File: src/rtl/hazard_pkg.sv
// rtl/hazard_pkg.sv - forwarding selects and FSM encoding shared by the hazard controller
package hazard_pkg;

  localparam logic [1:0] FWD_NONE = 2'b00;
  localparam logic [1:0] FWD_WB   = 2'b01;
  localparam logic [1:0] FWD_MEM  = 2'b10;

  typedef enum logic {
    IDLE       = 1'b0,
    LOAD_STALL = 1'b1
  } hz_state_t;

endpackage

File: src/rtl/forwarding_unit.sv
// rtl/forwarding_unit.sv - EX operand bypass select for one source register
module forwarding_unit
  import hazard_pkg::*;
#(
  parameter int REG_ADDR_W = 5
) (
  input  logic [REG_ADDR_W-1:0] ex_rs,
  input  logic [REG_ADDR_W-1:0] mem_rd,
  input  logic                  mem_reg_write,
  input  logic [REG_ADDR_W-1:0] wb_rd,
  input  logic                  wb_reg_write,
  output logic [1:0]            fwd_sel
);

  // MEM holds the younger result, so it takes priority over WB
  always_comb begin
    fwd_sel = FWD_NONE;
    if (mem_reg_write && (mem_rd != '0) && (mem_rd == ex_rs)) begin
      fwd_sel = FWD_MEM;
    end else if (wb_reg_write && (wb_rd != '0) && (wb_rd == ex_rs)) begin
      fwd_sel = FWD_WB;
    end
  end

endmodule

File: src/rtl/hazard_ctrl_unit.sv
// rtl/hazard_ctrl_unit.sv - load-use stall, memory freeze, branch flush and forwarding control
module hazard_ctrl_unit
  import hazard_pkg::*;
#(
  parameter int REG_ADDR_W        = 5,
  parameter int LOAD_STALL_CYCLES = 1,
  parameter int PERF_W            = 16
) (
  input  logic                  clk,
  input  logic                  rst,
  input  logic [REG_ADDR_W-1:0] id_rs1,
  input  logic [REG_ADDR_W-1:0] id_rs2,
  input  logic                  id_uses_rs1,
  input  logic                  id_uses_rs2,
  input  logic [REG_ADDR_W-1:0] ex_rd,
  input  logic                  ex_mem_read,
  input  logic [REG_ADDR_W-1:0] ex_rs1,
  input  logic [REG_ADDR_W-1:0] ex_rs2,
  input  logic [REG_ADDR_W-1:0] mem_rd,
  input  logic                  mem_reg_write,
  input  logic [REG_ADDR_W-1:0] wb_rd,
  input  logic                  wb_reg_write,
  input  logic                  branch_taken,
  input  logic                  mem_req,
  input  logic                  dmem_ready,
  output logic                  pc_write_en,
  output logic                  if_id_write_en,
  output logic                  id_ex_bubble,
  output logic                  id_ex_write_en,
  output logic                  ex_mem_write_en,
  output logic                  mem_wb_write_en,
  output logic                  if_id_flush,
  output logic [1:0]            fwd_a,
  output logic [1:0]            fwd_b,
  output logic [PERF_W-1:0]     stall_cycles
);

  localparam int                 CNT_W    = $clog2(LOAD_STALL_CYCLES + 1);
  localparam logic [CNT_W-1:0]   CNT_LOAD = CNT_W'(LOAD_STALL_CYCLES - 1);
  localparam logic [CNT_W-1:0]   CNT_ONE  = CNT_W'(1);
  localparam logic [PERF_W-1:0]  PERF_MAX = '1;

  hz_state_t        state, state_n;
  logic [CNT_W-1:0] cnt, cnt_n;
  logic             freeze, hz;
  logic [1:0]       fwd_a_raw, fwd_b_raw;

  assign freeze = mem_req & ~dmem_ready;
  assign hz     = ex_mem_read && (ex_rd != '0) &&
                  ((id_uses_rs1 && (id_rs1 == ex_rd)) || (id_uses_rs2 && (id_rs2 == ex_rd)));

  forwarding_unit #(.REG_ADDR_W(REG_ADDR_W)) u_fwd_a (
    .ex_rs         (ex_rs1),
    .mem_rd        (mem_rd),
    .mem_reg_write (mem_reg_write),
    .wb_rd         (wb_rd),
    .wb_reg_write  (wb_reg_write),
    .fwd_sel       (fwd_a_raw)
  );

  forwarding_unit #(.REG_ADDR_W(REG_ADDR_W)) u_fwd_b (
    .ex_rs         (ex_rs2),
    .mem_rd        (mem_rd),
    .mem_reg_write (mem_reg_write),
    .wb_rd         (wb_rd),
    .wb_reg_write  (wb_reg_write),
    .fwd_sel       (fwd_b_raw)
  );

  assign fwd_a = rst ? FWD_NONE : fwd_a_raw;
  assign fwd_b = rst ? FWD_NONE : fwd_b_raw;

  always_ff @(posedge clk) begin
    if (rst) begin
      state <= IDLE;
      cnt   <= '0;
    end else begin
      state <= state_n;
      cnt   <= cnt_n;
    end
  end

  // Priority: reset, then freeze, then branch flush, then load-use stall
  always_comb begin
    state_n         = state;
    cnt_n           = cnt;
    pc_write_en     = 1'b1;
    if_id_write_en  = 1'b1;
    id_ex_bubble    = 1'b0;
    id_ex_write_en  = 1'b1;
    ex_mem_write_en = 1'b1;
    mem_wb_write_en = 1'b1;
    if_id_flush     = 1'b0;
    if (rst) begin
      state_n = IDLE;
      cnt_n   = '0;
    end else if (freeze) begin
      pc_write_en     = 1'b0;
      if_id_write_en  = 1'b0;
      id_ex_write_en  = 1'b0;
      ex_mem_write_en = 1'b0;
      mem_wb_write_en = 1'b0;
    end else if (branch_taken) begin
      if_id_flush  = 1'b1;
      id_ex_bubble = 1'b1;
      state_n      = IDLE;
      cnt_n        = '0;
    end else begin
      case (state)
        IDLE: begin
          if (hz) begin
            pc_write_en    = 1'b0;
            if_id_write_en = 1'b0;
            id_ex_bubble   = 1'b1;
            if (LOAD_STALL_CYCLES > 1) begin
              cnt_n   = CNT_LOAD;
              state_n = LOAD_STALL;
            end
          end
        end
        LOAD_STALL: begin
          pc_write_en    = 1'b0;
          if_id_write_en = 1'b0;
          id_ex_bubble   = 1'b1;
          cnt_n          = cnt - CNT_ONE;
          if (cnt == CNT_ONE) begin
            state_n = IDLE;
          end
        end
        default: begin
          state_n = IDLE;
          cnt_n   = '0;
        end
      endcase
    end
  end

  always_ff @(posedge clk) begin
    if (rst) begin
      stall_cycles <= '0;
    end else if (!pc_write_en && (stall_cycles != PERF_MAX)) begin
      stall_cycles <= stall_cycles + PERF_W'(1);
    end
  end

endmodule

File: config.mk
export PLATFORM = sky130hd
export DESIGN_NAME = hazard_ctrl_unit
export DESIGN_NICKNAME = d
export VERILOG_FILES = /design/src/rtl/hazard_pkg.sv /design/src/rtl/forwarding_unit.sv /design/src/rtl/hazard_ctrl_unit.sv
export SDC_FILE = /design/constraint.sdc
export NUM_CORES = 1
export LEC_CHECK = 0
export CAP_MARGIN = 20
export CORE_MARGIN = 5
export CORE_UTILIZATION = 39
export CTS_BUF_LIST = sky130_fd_sc_hd__clkbuf_8 sky130_fd_sc_hd__clkbuf_16
export DETAILED_ROUTE_END_ITERATION = 7
export PLACE_DENSITY = 0.8
export SYNTH_ARGS = -nofsm -noshare
export SYNTH_HDL_FRONTEND = slang
export SYNTH_SLANG_ARGS = --single-unit
File: constraint.sdc
create_clock -name clk -period 2.5 [get_ports clk]
set_input_delay 0.5 -clock clk [delete_from_list [all_inputs] [get_ports clk]]
set_output_delay 0.5 -clock clk [all_outputs]
set_load 0.03 [all_outputs]
* After elaboration in Yosys (flattened, before gate mapping)
Cells that the tools add are included.
** Operators by class
- $add $sub $neg :: 2
- Equality and inequality tests :: 7
- Mux-type cells :: 26
- Bitwise operators :: 4
- Reduce and logical (&&, ||, !) cells :: 18
** Operators with widths (count)
- $eq A5 B5 Y1 :: 6
- $mux W1 :: 20
- $add A16 B1 Y16 const B :: 1
- $ne A16 B16 Y1 const B :: 1
- $reduce_bool A5 Y1 :: 3
- $logic_and A1 B1 Y1 :: 11
- $mux W2 :: 4
- $pmux W1 S2 :: 2
- $not A1 Y1 :: 3
- $reduce_and A2 Y1 :: 1
- $reduce_bool A2 Y1 :: 1
- $and A1 B1 Y1 :: 1
- $logic_not A1 Y1 :: 1
- $logic_or A1 B1 Y1 :: 1
- $sub A1 B1 Y1 const B :: 1
** Storage, ports and cells
- Flip-flop bits (word level) :: 18
- Bits of input ports :: 45
- Output and inout port bits :: 27
- Logic and storage cells :: 60

* Depth between registers and ports, before layout
Gate-level depths: netlist (run 1).
- Depth in word-level cells :: 11
- Gate-level depth with buffers :: 8
- Gate-level depth less buffers :: 7

* Hierarchy
Synthesis (run 1) repeated with hierarchy kept, for this count alone.
** Second synthesis, totals
- Cells, all modules :: 179
- Area, all modules :: 1468.9 um2
** Modules (own cells, without submodules)
- hazard_ctrl_unit :: times used 1, cells an instance 139, area each 1166.1 um2
- forwarding_unit :: times used 2, cells an instance 20, area each 151.4 um2

* Worst setup path after synthesis (run 1)
No wires, ideal clock.
- Path type :: in2out
- Start :: in mem_rd[0]
- End :: out fwd_a[0]
- Arrival time :: 2.415 ns
- Slack :: -0.415 ns
- Cell stages on the path :: 4
- Path through :: or4_1 -> o21ai_0 -> nor3_1 -> nor4_1
** On the way
- Longest elaborated chain between the ends :: 5
- Elaborated cells on any way between the ends :: 6
** Ends and longest elaborated chain
- start: declaration :: line hazard_ctrl_unit.sv:19 : input logic [REG_ADDR_W-1:0] mem_rd,
- $reduce_bool A5 Y1 :: line forwarding_unit.sv:18 : if (mem_reg_write && (mem_rd != '0) && (mem_rd == ex_rs)) begin
- $logic_and A1 B1 Y1 :: line forwarding_unit.sv:18
- $logic_and A1 B1 Y1 * :: line forwarding_unit.sv:18
- $mux W2 * :: line forwarding_unit.sv:18
- $mux W2 * :: line hazard_ctrl_unit.sv:70 : assign fwd_a = rst ? FWD_NONE : fwd_a_raw;
- end: declaration :: line hazard_ctrl_unit.sv:33 : output logic [1:0] fwd_a,
Every way passes the cells marked *; elsewhere a longest branch is shown, timed or not.

* Worst setup path after layout (run 1)
- Start :: in mem_rd[2]
- End :: out fwd_b[0]
** On the way
- Longest elaborated chain between the ends :: 5
- Elaborated cells on any way between the ends :: 6
** Ends and longest elaborated chain
- $reduce_bool A5 Y1 :: line forwarding_unit.sv:18
- $logic_and A1 B1 Y1 :: line forwarding_unit.sv:18
- $logic_and A1 B1 Y1 * :: line forwarding_unit.sv:18
- $mux W2 * :: line forwarding_unit.sv:18
- $mux W2 * :: line hazard_ctrl_unit.sv:71 : assign fwd_b = rst ? FWD_NONE : fwd_b_raw;
- end: declaration :: line hazard_ctrl_unit.sv:34 : output logic [1:0] fwd_b,
Marks and branches as above.

==> impl_metrics.ini, run 1 <==
[worst_setup_path]
worstPathCellList = dlygate4sd2_1 -> or4_4 -> o21ai_2 -> buf_4 -> nor3_2 -> nor4_4 -> buf_6
slowest_delay_ps = 530
crit_family = simple AND/OR/NAND/NOR gates
crit_arrival_ps = 1990
critPathLaunchType = input pin
crit_buf_inv = 3
slowest_stage = or4_4
crit_required_ps = 2000
path_class = input pin to primary output
path_max_fanout = 2
endpoint_kind = primary output

[sta]
slew_viol_final = 0
rsz0062_at_grt = true
hold_viol = 0
finalClockSkew_ps = 3.13
relSlewSlack_pct = 76.4
finalCritPeriodShare_pct = 99.7
setup_slack_ps = 6.35
min_period_ps = 2490
timing.fmax_mhz = 401
setup_viol = 0
worstMarginPinSlew_ps = 352

[synthesis]
synth_edf_count = 0
synth_cell_types = 41
yosysSeqAreaShare_pct = 26.5
avgSynthCellArea_sq_um = 8.19
yosysTopAreaCell = dfxtp_1
synthMostInstantiatedCell = xnor2_1
syn-cell-area_sq_mm = 0.00136
netlist.area_leader.share_pct = 26.5
syn_nets = 212
yosysWarnings = 0
synthArstFlopShare_pct = 0
ys.flop_type = dfxtp_1
synth.area.top_cells = dfxtp_1 (26%), xnor2_1 (13%), xor2_1 (7.1%)
synth_seq_cells = 18
netlist_top_cells_count = xnor2_1 (20), dfxtp_1 (18), nand2_1 (14)
synthCells = 166

[pwr]
p_total_w = 0.000772
p_comb_share_pct = 31.8
max-vdd-ir-drop_v = 0.000145
switching_share_pct = 26.4
intPower_w = 0.000568
seqPwrFrac_pct = 37.6
powerDensity_mw_per_mm2 = 315
power.switching_w = 0.000204
clkPwrFrac_pct = 30.7
power_leakage_nw = 0.924

[floorplanning]
initial_core_util_pct = 40.4
io_pins = 72
coreArea_sq_mm = 0.00336
die-area_sq_mm = 0.00477
core.rowCount = 21
die_x_microns = 69.1
die_h_microns = 69.1

[outcome]
status = completed

[finish]
area_delta_synth_final_pct = 80.0
fin_cells = 319
nNetsFinal = 320
layout-drive-gt1-share_pct = 26.4
num_antenna_cells = 0

[clocking]
ctsRootBufferMaster = clkbuf_8
htreeDepth = 1
cts_tree = yes
hold_buffers = 0
clk_pin_slew_worst_paths_ps = 70
ctsLongestPathBuffers = 2
clkLatencyLatePin_ps = 250
cts_made_buffers = 3
clock-sinks = 18

[detailed_routing]
wl_per_cell_microns = 14.0
drc = 0
drt-initial-drc-count = 129
ant_nets = 0
dr.pass1.iters = 4
vias = 1662
viasPerCell = 5.21
drt_wl_total_microns = 4460

[place]
place_ws_ps = -486
hpwl_microns = 3690
io_buffers = 71
place_congestion = 0.767
placedCellCount = 312

[min_path]
min-delay-path-class = flip-flop to flip-flop

[global_routing]
grt_pass1_wl_microns = 7190
track_usage_pct = 17.9
antenna_found_initial = 0
gr-total-overflow = 0
grt_pass1_vias = 1625
grt_max_degree = 19

[job]
drv_cap = 0
[sequential cells by signal, indices dropped and copies added, names as in the netlist]
name and flops:
cnt 1, state 1, stall_cycles 16
[layout by cell type (no fill, tap or decap), types with 3 or more instances in the layout]
cell / synthesis / routed
nor3_2: 2 / 4
buf_4: 3 / 40
or4_4: 0 / 3
inv_1: 3 / 3
dfxtp_1: 18 / 18
clkbuf_8: 0 / 4
clkdlybuf4s15_1: 0 / 3
o41ai_1: 3 / 3
or3_1: 8 / 8
buf_2: 1 / 6
dlygate4sd2_1: 0 / 14
nor4_1: 5 / 3
nand2_1: 14 / 14
xor2_1: 11 / 11
xnor2_1: 20 / 20
a21oi_1: 13 / 13
nor2_1: 6 / 6
o21ai_1: 6 / 6
buf_6: 1 / 7
or4_1: 6 / 3
nand3_1: 10 / 10
nand4_1: 4 / 4
clkdlybuf4s50_1: 0 / 38
[layer usage]
layer / vias up / global-route usage, % / wire length, microns
met5: - / 0 / 0
li1: 837 / - / -
met3: 6 / 6.69 / 378
met4: 0 / 3.90 / 54
met2: 59 / 34.3 / 2450
met1: 760 / 18.1 / 1580
[power groups by stage]
stage               Clock (W)  Sequential (W)  Combinational (W)
finish               0.000237        0.000290           0.000245
global placement            0        0.000296           0.000242
CTS                  0.000242        0.000290           0.000241
detailed placement          0        0.000296           0.000247
global route         0.000253        0.000290           0.000262
floorplan                   0        0.000299          0.0000925
[worst register-to-register path, cell delays in order, from the launching register on]
cell and delay (ps):
dfxtp_1 420, ha_1 270, inv_1 100, nor3_2 320, buf_4 200, nand3_1 80
or3_1 320, a21oi_1 160
[path summary, 6_finish.rpt]
kind                                      from                            end  slack (ps)  depth (start not counted)
setup / recovery                     mem_rd[2]                       fwd_b[0]           6                          7
setup reg to reg  stall_cycles[0]$_SDFFE_PP0P_  stall_cycles[14]$_SDFFE_PP0P_         570                          7
hold / removal                cnt$_SDFFE_PP0P_               cnt$_SDFFE_PP0P_         480                          2
hold reg to reg               cnt$_SDFFE_PP0P_               cnt$_SDFFE_PP0P_         480                          2
[per-stage QoR]
step / hold WS [ps] / instance area, sq um / util (%) / setup TNS [ps]
after floorplan: 454 / 1390 / - / 0
after global placement: 466 / 2370 / 70.5 / -2490
after detailed placement: 470 / 2370 / 70.5 / -3080
after CTS: 481 / 2420 / 72.0 / 0
after global routing: 498 / 2450 / 72.8 / -190
final: 480 / 2450 / 72.8 / 0
[kinds of logic after synthesis]
logic type	after synthesis	share of synthesized area, %
xor gates and xnor gates	31	20.0
muxes	1	0.736
DFF	18	26.5
AOI/OAI and AO/OA	42	22.2
and+or+nand+nor	63	25.5
adders and majority gates	1	0.920
buffers and inverters	10	4.23
[repair_timing]
action,4_1_cts,5_1_grt
endpoints found under the setup margin,7,8
pin swaps,9,1
buffers inserted,2,2
resized for setup,56,9
[cell type report]
type                            count  area [sq um]
Multi-Input combinational cell    138           997
Timing Repair Buffer              110           967
Fill cell                         288           915
Sequential cell                    18           360
Tap cell                           46          57.6
Clock buffer                        4          55.1
Inverter                            3          11.3
Power figures use the tool's default switching activity.
==> run 2, diff against run 1 <==
--- a/config.mk
+++ b/config.mk
@@ -10,7 +10,7 @@
 export CORE_UTILIZATION = 39
 export CTS_BUF_LIST = sky130_fd_sc_hd__clkbuf_8 sky130_fd_sc_hd__clkbuf_16
 export DETAILED_ROUTE_END_ITERATION = 7
-export PLACE_DENSITY = 0.8
+export PLACE_DENSITY = 0.86
 export SYNTH_ARGS = -nofsm -noshare
 export SYNTH_HDL_FRONTEND = slang
 export SYNTH_SLANG_ARGS = --single-unit
==> run 2 against run 1 <==
Effect of this change: the run now ends with negative setup slack left; die area stayed put; critical path depth is 1 lower; routed wire length is 4.2% higher.
==> impl_metrics.ini, run 2 (same netlist as run 1, synthesis figures left out) <==
[sta]
rsz0062_at_grt = true
hold_viol = 0
relSlewSlack_pct = 66.5
setup_slack_ps = -16.3
finalClockSkew_ps = 7.18
min_period_ps = 2520
tns_ps = -32.0
slew_viol_final = 0
setup_viol = 2
worstMarginPinSlew_ps = 499
finalCritPeriodShare_pct = 101
timing.fmax_mhz = 397

[global_routing]
antenna_found_initial = 0
track_usage_pct = 18.9
gr-total-overflow = 0
grt_max_degree = 19
grt_pass1_vias = 1701
grt_pass1_wl_microns = 7490

[worst_setup_path]
endpoint_kind = primary output
crit_buf_inv = 3
crit_start = ex_rd[0]
worstPathCellList = dlygate4sd2_1 -> or3_4 -> o311a_1 -> a21oi_1 -> buf_4 -> buf_4
path_class = input pin to primary output
crit_family = buffers and inverters
reg2reg_from = stall_cycles[0]$_SDFFE_PP0P_
slowest_stage = or3_4
rr_worst_depth = 8
crit_required_ps = 2000
ff2ff_setup_slack_ps = 390
path_max_fanout = 4
slowest_delay_ps = 410
cp_num_cells = 6
critPathLaunchType = input pin
timing.critical_path.mode_cell = buf_4
crit_arrival_ps = 2020
r2r_end = stall_cycles[1]$_SDFFE_PP0P_
crit_end = if_id_write_en

[finish]
fillers = 277
reg_top3 = stall_cycles x16, cnt x1, state x1
nNetsFinal = 317
largest_reg_flops = 16
area_delta_synth_final_pct = 81.9
regArea_sq_um = 360
multiInputGateArea_sq_mm = 0.00102
largest-register = stall_cycles
num_antenna_cells = 0
layout-drive-gt1-share_pct = 26.7
final_cell_mix = buf_4 (40), clkdlybuf4s50_1 (30), xnor2_1 (20), dfxtp_1 (18), nand2_1 (14)
finalCoreUtilization_pct = 73.5
final_common_cell = buf_4

[pwr]
power_leakage_nw = 0.996
p_total_w = 0.000782
powerDensity_mw_per_mm2 = 316
max-vdd-ir-drop_v = 0.000242

[floorplanning]
die-area_sq_mm = 0.00477
core.rowCount = 21
coreArea_sq_mm = 0.00336
die_h_microns = 69.1
io_pins = 72
initial_core_util_pct = 40.4
die_x_microns = 69.1

[clocking]
htreeDepth = 1
clkLatencyLatePin_ps = 260
cts_tree = yes
clk_pin_slew_worst_paths_ps = 80
clock-sinks = 18
cts_made_buffers = 3
ctsRootBufferMaster = clkbuf_8
ctsLongestPathBuffers = 2

[place]
place_congestion = 0.801
io_buffers = 71
hpwl_microns = 3670

[job]
drv_cap = 0

[detailed_routing]
drc = 0
drt-initial-drc-count = 136
viasPerCell = 5.18
dr.pass1.iters = 4
vias = 1636
wl_per_cell_microns = 14.7
ant_nets = 0
drt_wl_total_microns = 4650

[outcome]
violations = negative setup slack
status = finished, violations left

[min_path]
min-delay-path-class = flip-flop to flip-flop
-- run 2: cell types whose count changed in the layout (fill, tap and decap cells not counted), moves of 2 or more --
cell and change:
buf_6 -4, dlymetal6s2s_1 +9, buf_2 -3, clkdlybuf4s50_1 -8, clkdlybuf4s15_2 +3, dlygate4sd2_1 -2
clkbuf_2 +2
-- run 2: worst min path at each step --
stage | startpoint | end | slack [ps] | cells after the start
2_1_floorplan | cnt$_SDFFE_PP0P_ | cnt$_SDFFE_PP0P_ | 450 | 2
3_3_place_gp | cnt$_SDFFE_PP0P_ | cnt$_SDFFE_PP0P_ | 470 | 2
3_5_place_dp | cnt$_SDFFE_PP0P_ | cnt$_SDFFE_PP0P_ | 490 | 2
4_1_cts | state$_SDFFE_PP0N_ | state$_SDFFE_PP0N_ | 500 | 1
5_1_grt | stall_cycles[10]$_SDFFE_PP0P_ | stall_cycles[10]$_SDFFE_PP0P_ | 530 | 2
6_report | cnt$_SDFFE_PP0P_ | cnt$_SDFFE_PP0P_ | 500 | 2
-- run 2: worst min-delay path, stage by stage (launching register included) --
cell	delay, ps
dfxtp_1	320
o21ai_0	70
a21oi_1	70
-- run 2: final cells by class --
type                       count  share of cell area, %
tap                           46                   2.33
timing repair buffer         107                   39.0
sequential                    18                   14.6
multi-input combinational    138                   41.4
inverter                       3                  0.455
clock buffer                   4                   2.23
-- run 2: repair_timing --
item | in CTS | in global routing
gates cloned | 0 | 0
pin swaps | 9 | 13
hold buffers | 0 | 0
setup endpoints to repair | 8 | 7
buffers inserted | 1 | 2
resized for setup | 55 | 20
-- run 2: layer usage --
layer  vias up  part of all wire, %  track usage [%]
met4         0                  1.9             5.42
met3        10                  7.1             5.81
li1        831                    -                -
met5         -                    0                0
met1       732                   37             18.3
met2        63                   54             37.4
-- run 2: through the flow --
step	worst slack [ps]	hold WS (ps)	std cells	instance area, sq um
2_1_floorplan	52.9	454	166	1390
3_3_place_gp	-469	466	309	2350
3_5_place_dp	-527	489	309	2350
4_1_cts	4.27	502	314	2420
5_1_grt	-64.3	527	316	2470
6_report	-16.3	500	316	2470
-- run 2: power breakdown --
group          internal [W]  total (W)  switching, W
logic              0.000137   0.000246      0.000109
registers          0.000288   0.000290    0.00000187
clock network      0.000140   0.000246      0.000106
total              0.000565   0.000782      0.000217
